$ cat config.mk
export PLATFORM = sky130hd
export DESIGN_NAME = sigma_16p_expand
export DESIGN_NICKNAME = d
export VERILOG_FILES = /design/src/rtl/sigma_16p_expand.sv
export SDC_FILE = /design/constraint.sdc
export NUM_CORES = 1
export LEC_CHECK = 0
export CAP_MARGIN = 10
export CORE_MARGIN = 8
export CORE_UTILIZATION = 30
export CTS_CLUSTER_DIAMETER = 150
export DETAILED_ROUTE_END_ITERATION = 12
export MAX_ROUTING_LAYER = met4
export PLACE_DENSITY_LB_ADDON = 0.1
export SETUP_SLACK_MARGIN = 0.3
export SLEW_MARGIN = 20
export SYNTH_ARGS = -nofsm -noshare
export SYNTH_HDL_FRONTEND = slang
export SYNTH_SLANG_ARGS = --single-unit
$ cat constraint.sdc
create_clock -name clk -period 4.2 [get_ports clk]
set_input_delay 1.26 -clock clk [delete_from_list [all_inputs] [get_ports clk]]
set_output_delay 1.26 -clock clk [all_outputs]
set_load 0.01 [all_outputs]
$ cat src/rtl/sigma_16p_expand.sv
// -----------------------------------------------------------------------------
// sigma_16p_expand
//
// Reverse-direction partner of the 16-point accumulator stage. Each block sum
// presented with a syn_in strobe is expanded back into 16 sign-magnitude
// samples. The samples are linearly interpolated from the previous block
// average towards the current one. Each sample is paired with one period of
// the square-wave sample clock syn_out, so data_out/syn_out can drive a
// 16-point accumulator input directly.
//
// Parameters:
//   HALF_PER  clk cycles per syn_out half period (2..255)
//
// Ports:
//   clk       system clock, rising edge
//   res       asynchronous active-low reset
//   data_in   12-bit two's-complement block sum (-2032..+2032)
//   syn_in    one-clock strobe, data_in valid in the same cycle
//   data_out  8-bit sign-magnitude sample (bit7 sign, bits6:0 magnitude)
//   syn_out   sample clock; data_out is stable across each rising edge
//   busy      high while a frame is being played out
//   ovf       sticky flag: a pending block sum was overwritten
// -----------------------------------------------------------------------------
`timescale 1ns/1ps

module sigma_16p_expand #(
   parameter int HALF_PER = 10
) (
   input  logic        clk,
   input  logic        res,
   input  logic [11:0] data_in,
   input  logic        syn_in,
   output logic [7:0]  data_out,
   output logic        syn_out,
   output logic        busy,
   output logic        ovf
);

   typedef enum logic {
      IDLE = 1'b0,
      RUN  = 1'b1
   } state_t;

   state_t             state, state_d;
   logic signed [11:0] prev, prev_d;
   logic signed [11:0] cur, cur_d;
   logic        [11:0] pend, pend_d;
   logic               pend_v, pend_v_d;
   logic        [3:0]  k, k_d;
   logic signed [16:0] acc, acc_d;
   logic        [7:0]  hcnt, hcnt_d;
   logic               syn_d;
   logic        [7:0]  dout_d;
   logic               ovf_d;

   logic signed [12:0] delta;
   logic signed [16:0] acc_step;
   logic signed [16:0] acc_load;
   logic               wrap;
   logic               consume;

   // Interpolation step between the two block sums held in prev/cur.
   assign delta    = {cur[11], cur} - {prev[11], prev};
   assign acc_step = acc + {{4{delta[12]}}, delta};

   // On a frame load prev takes the old cur, so the new start value is cur*16.
   assign acc_load = {cur[11], cur, 4'b0000};

   assign wrap = (hcnt == 8'(HALF_PER - 1));
   assign busy = (state == RUN);

   // Sample = floor(acc / 256), converted to sign-magnitude. acc>>>8 always
   // lies in -127..+127, so bits 14:8 carry the full two's-complement value
   // modulo 128 and negating them yields the magnitude; 0x80 cannot occur.
   function automatic logic [7:0] to_sm(input logic signed [16:0] a);
      logic [6:0] lo;
      lo = a[14:8];
      return a[16] ? {1'b1, 7'(~lo + 7'd1)} : {1'b0, lo};
   endfunction

   // NOTE: every next-state value gets its default before any branch, so the
   // combinational block can never infer a latch.
   always_comb begin
      state_d  = state;
      prev_d   = prev;
      cur_d    = cur;
      pend_d   = pend;
      pend_v_d = pend_v;
      k_d      = k;
      acc_d    = acc;
      hcnt_d   = hcnt;
      syn_d    = syn_out;
      dout_d   = data_out;
      ovf_d    = ovf;
      consume  = 1'b0;

      case (state)
         IDLE: begin
            syn_d = 1'b0;
            if (pend_v) begin
               consume = 1'b1;
               hcnt_d  = '0;
               state_d = RUN;
            end
         end
         RUN: begin
            if (wrap) begin
               hcnt_d = '0;
               if (!syn_out) begin
                  syn_d = 1'b1;
               end else begin
                  // Falling edge: advance to the next sample of the frame.
                  syn_d = 1'b0;
                  if (k != 4'd15) begin
                     k_d    = k + 4'd1;
                     acc_d  = acc_step;
                     dout_d = to_sm(acc_step);
                  end else if (pend_v) begin
                     consume = 1'b1;      // seamless start of next frame
                  end else begin
                     state_d = IDLE;      // data_out keeps s_15
                  end
               end
            end else begin
               hcnt_d = hcnt + 8'd1;
            end
         end
         default: state_d = IDLE;
      endcase

      if (consume) begin
         prev_d   = cur;
         cur_d    = signed'(pend);
         k_d      = '0;
         acc_d    = acc_load;
         dout_d   = to_sm(acc_load);
         pend_v_d = 1'b0;
      end

      // A strobe in the consuming cycle refills the pending slot without loss.
      if (syn_in) begin
         pend_d   = data_in;
         pend_v_d = 1'b1;
         if (pend_v && !consume)
            ovf_d = 1'b1;
      end
   end

   // NOTE: state registers use non-blocking assignments so every register
   // samples the pre-edge values regardless of statement order.
   always_ff @(posedge clk or negedge res) begin
      if (!res) begin
         state    <= IDLE;
         prev     <= '0;
         cur      <= '0;
         pend     <= '0;
         pend_v   <= 1'b0;
         k        <= '0;
         acc      <= '0;
         hcnt     <= '0;
         syn_out  <= 1'b0;
         data_out <= '0;
         ovf      <= 1'b0;
      end else begin
         state    <= state_d;
         prev     <= prev_d;
         cur      <= cur_d;
         pend     <= pend_d;
         pend_v   <= pend_v_d;
         k        <= k_d;
         acc      <= acc_d;
         hcnt     <= hcnt_d;
         syn_out  <= syn_d;
         data_out <= dout_d;
         ovf      <= ovf_d;
      end
   end

endmodule
# Yosys cells after proc, flatten, opt, wreduce, memory -nomap -nowiden
# Cells that the tools add are included.
# totals
inputBits,15
ff_bits,77
elab_cells,67
# classes
eq_ne,4
muxes,34
add_sub_neg,6
bitwise_logic,3
reduce_logical,9
# op_table
op,n
17-bit 2-to-1 mux,5
8-bit 2-to-1 mux,9
4-bit 2-to-1 mux,5
17-bit adder,1
8-bit case mux with 2 select lines,1
7-bit by 1-bit adder with 7-bit output (second input constant),2
7-bit inverter,2
12-bit by 12-bit subtractor with 13-bit output,1
1-bit 2-to-1 mux,11
2-bit nonzero test,5
8-bit by 1-bit adder with 8-bit output (second input constant),1
8-bit by 4-bit equality test with 1-bit output (second input constant),1
1-bit case mux with 2 select lines,3
4-bit by 1-bit adder with 4-bit output (second input constant),1
4-bit inequality test (second input constant),1
4-bit AND reduction,1
2-bit by 1-bit inequality test with 1-bit output (second input constant),1
2-bit inequality test (second input constant),1
2-bit AND reduction,1
1-bit logical AND,1
1-bit logical NOT,1
1-bit inverter,1

# Longest topological paths before layout
# depth
ltp_word,10
depth_mapped,21
depth_no_buf,21

# Worst setup path before layout
# No wires, ideal clock.
# synth_path
kind,register to register
from,reg prev[1]
to,reg data_out[4]
path_slack_ps,17
t_arrival_ps,4114
synth_period_minus_slack_ps,4183
path_stages_with_launch,20
path_cell_list,dfrtp_1 inv_1 ha_1 nor2b_1 o21ai_0 a21boi_0 o21ai_0 a21boi_0 a41oi_1 nor2b_1 xnor2_1 ha_1 a21o_1 a31o_2 a31oi_1 o311ai_2 a31oi_1 xor3_2 or4b_1 nand3_1
# synth_via
elab_chain_cells,10
# synth_rtl
element,line_no,source
from (decl),45,"logic signed [11:0] prev, prev_d;"
from (signal assigned),166,prev <= prev_d;
12-bit by 12-bit subtractor with 13-bit output (*),63,"assign delta = {cur[11], cur} - {prev[11], prev};"
17-bit adder (*),64,"assign acc_step = acc + {{4{delta[12]}}, delta};"
7-bit inverter,78,"return a[16] ? {1'b1, 7'(~lo + 7'd1)} : {1'b0, lo};"
7-bit by 1-bit adder with 7-bit output,78,
8-bit 2-to-1 mux (*),78,
8-bit 2-to-1 mux (*),114,if (k != 4'd15) begin
8-bit 2-to-1 mux (*),109,if (!syn_out) begin
8-bit 2-to-1 mux (*),107,if (wrap) begin
8-bit 2-to-1 mux (*),97,case (state)
8-bit 2-to-1 mux (*),131,if (consume) begin
to (signal assigned),174,data_out <= dout_d;
to (decl),33,"output logic [7:0] data_out,"
# Mark *: on every way between the ends. The rest lies on a longest branch, timed or not. The select of a mux whose other input is x is not followed.
# A chain may end at the register's enable or synchronous reset.

# Final worst setup path
# layout_path
from,reg prev[1]
to,reg data_out[3]
# The elaborated chain is that of the path after synthesis.

==> impl_metrics.ini <==
[grt]
grt_overflow = 0
antenna_found_initial = 0
grtUsageTotal_pct = 13.0
grt_start_max_net_pins = 76
grt_pass1_vias = 3828
grt_first_pass_wirelength_um = 19800

[status]
status = finished, final reports clean

[layout]
drive_gt1_share_pct = 20.7
final_area_mm2 = 0.00589
diodes = 0
stdcell_count = 759
finalNetCount = 619
syn_to_final_growth_pct = 26.7

[sta]
maxSlewHeadroom_pct = 53.5
period_needed_ns = 3.97
finalClockSkew_ns = 0.00610
tightest_slew_ns = 0.696
setup_slack_ns = 0.226
holdWs_ns = 0.467
rsz0062_at_grt = true
slew_viol_final = 0
hold_viol_final = 0
setup_viol = 0
post-route-period-util_pct = 94.6
fmax_mhz = 252

[detailed_routing]
vias_per_cell = 5.06
vias = 3837
drt_iter0_drc = 180
drtAntennaViolNets = 0
firstDrtPassIters = 4
drc = 0
wl_um = 11900
routedWlPerCell_um = 15.7

[worst_hold_path]
hold_path_class = reg2reg

[cts]
clk_pin_slew_ns = 0.06
clockBufferDepth = 2
cts.sink_count = 75
cts_tree = yes
cts_root_buffer = clkbuf_16
clk_latency_ns = 0.34
numCtsBuffers = 9
ctsHoldBuffers = 0
htree_num_levels = 3

[power_and_ir_drop]
p_leak_nw = 2.58
ir_drop_mv = 0.277
power_density_mw_per_mm2 = 792

[die]
start_util_pct = 30.7
rows = 45
dieArea_mm2 = 0.0197
die_h_um = 140
die-width_um = 140
core_area_mm2 = 0.0151
io_pins = 26

[worst_setup_path]
crit_path_start_kind = flip-flop
arrival_ns = 4.25
crit_path_end_kind = flip-flop
critPathKind = reg2reg
cp_max_fo = 6
required_ns = 4.47

[logic_synthesis]
netlist_instances = 507
yosysSeqAreaShare_pct = 40.4
async_reset_ff_share_pct = 100
ys_seq_elements = 75
synth.net_count = 559
synth-edff-count = 0
yosysWarnings = 0
netlist.top_cell.by_area = dfrtp_1
synth_area_per_cell_um2 = 9.17
synth_top_flop_cell = dfrtp_1
yosys-top-cells-area = dfrtp_1 (40%), ha_1 (9.4%), nand2_1 (6.9%)
synth_top_area_share_pct = 40.4
netlist_area_mm2 = 0.00465
synth_cell_types = 60

[placed_design]
dp_hpwl_um = 8530
place_area_mm2 = 0.00527
dpl.cell_count = 729
globalplace.congestion = 0.778
portBuffers = 25
place_ws_ns = -0.0901

[run]
maxCapViolations = 0
[logic make-up (layout without fill, tap and decap cells)]
logic type	Yosys count	after routing	synth area share, %
adders and majority gates	37	37	10.3
muxes	16	16	3.80
and+or+nand+nor	178	178	17.4
xor gates and xnor gates	30	30	6.00
buffers and inverters	44	108	3.77
DFF	75	75	40.4
AOI/OAI and AO/OA	127	127	18.4
[synth_stat cells (5+ instances only)]
| library cell | count |
|---|---|
| a21o_1 | 7 |
| a21oi_1 | 19 |
| a31oi_1 | 10 |
| clkbuf_1 | 14 |
| dfrtp_1 | 75 |
| ha_1 | 35 |
| inv_1 | 24 |
| mux2_2 | 13 |
| nand2_1 | 85 |
| nand3_1 | 22 |
| nor2_1 | 30 |
| nor2b_1 | 6 |
| nor3_1 | 5 |
| o21a_1 | 5 |
| o21ai_0 | 43 |
| o31ai_1 | 6 |
| xnor2_1 | 19 |
| xor2_1 | 10 |
[layer usage]
layer	GRT usage (%)	vias to the layer above	routed length, um
met5	-	-	0
met4	4.75	0	210
met3	2.72	16	427
met2	19.4	52	5440
met1	16.9	1851	5870
li1	-	1918	-
[cell usage in the layout, fill, tap and decap left out, drive strengths merged, types with 6 or more instances in the layout]
master | synthesis | routed
inv | 24 | 24
clkdlybuf4s50 | 0 | 24
a21oi | 19 | 19
buf | 6 | 45
nor2b | 6 | 6
xnor2 | 19 | 19
xor2 | 10 | 10
o31ai | 7 | 7
ha | 35 | 35
dfrtp | 75 | 75
o21ai | 44 | 44
nand3 | 22 | 22
a21o | 7 | 7
mux2 | 13 | 13
clkbuf | 14 | 13
nand2 | 86 | 86
a31oi | 10 | 10
nor2 | 30 | 30
[power by group]
part           leakage, nW  internal, mW  switching [mW]
combinational         1.50          1.38            1.45
sequential           0.939         0.902           0.146
clock                0.146         0.489           0.297
[state kept, by name, indices dropped and copies added (netlist names), 4 cells and up]
register,flops
cur,12
hcnt,8
acc,16
k,4
pend,12
data_out,7
prev,12
[critical path, cell delays in order, from the launching register on]
cell	delay, ns
dfrtp_1	0.35
inv_1	0.05
ha_1	0.28
nor2b_4	0.14
o21ai_2	0.07
a21boi_2	0.17
o21ai_2	0.08
a21boi_2	0.16
a41oi_2	0.13
nor2b_2	0.18
xnor2_1	0.13
ha_1	0.32
a21o_1	0.18
a31o_4	0.26
a31oi_4	0.15
o311ai_4	0.12
a31oi_1	0.18
xor3_2	0.34
or4b_1	0.54
nand3_1	0.08
[area by class of cell]
class | instances | area [um^2]
Inverter | 24 | 90.1
Clock buffer | 13 | 260
Clock inverter | 2 | 35.0
Tap cell | 188 | 235
Multi-Input combinational cell | 388 | 2790
Timing Repair Buffer | 69 | 606
Fill cell | 1495 | 9260
Sequential cell | 75 | 1880
[path summary, 6_finish.rpt]
| check | cells after the start | slack, ns | end | startpoint |
|---|---|---|---|---|
| setup / recovery | 19 | 0.23 | data_out[3]$_DFFE_PN0P_ | prev[1]$_DFFE_PN0P_ |
| hold / removal | 2 | 0.47 | cur[10]$_DFFE_PN0P_ | pend[10]$_DFFE_PN0P_ |
| setup reg to reg | 19 | 0.23 | data_out[3]$_DFFE_PN0P_ | prev[1]$_DFFE_PN0P_ |
| hold reg to reg | 2 | 0.47 | cur[10]$_DFFE_PN0P_ | pend[10]$_DFFE_PN0P_ |
| max in group asynchronous | 2 | 2.74 | cur[10]$_DFFE_PN0P_ | res |
| min in group asynchronous | 1 | 0.87 | hcnt[0]$_DFFE_PN0P_ | res |
[through the flow]
step | utilization [%] | power [mW] | TNS [ns]
4_1_cts | 38.0 | 4.50 | 0
5_1_grt | 38.9 | 5.05 | 0
6_report | 38.9 | 4.66 | 0
3_3_place_gp | 34.8 | 3.44 | -0.0107
2_1_floorplan | - | 2.60 | 0
3_5_place_dp | 34.8 | 3.44 | -0.265
[what timing repair did]
| item | CTS | global route |
|---|---|---|
| cloned | 0 | 0 |
| setup endpoints to repair | 7 | 10 |
| resized for setup | 27 | 20 |
| hold endpoints to repair | 0 | 0 |
| pin swaps | 14 | 16 |
| setup buffers | 11 | 3 |
No activity file was read; power rests on OpenSTA's default activity.
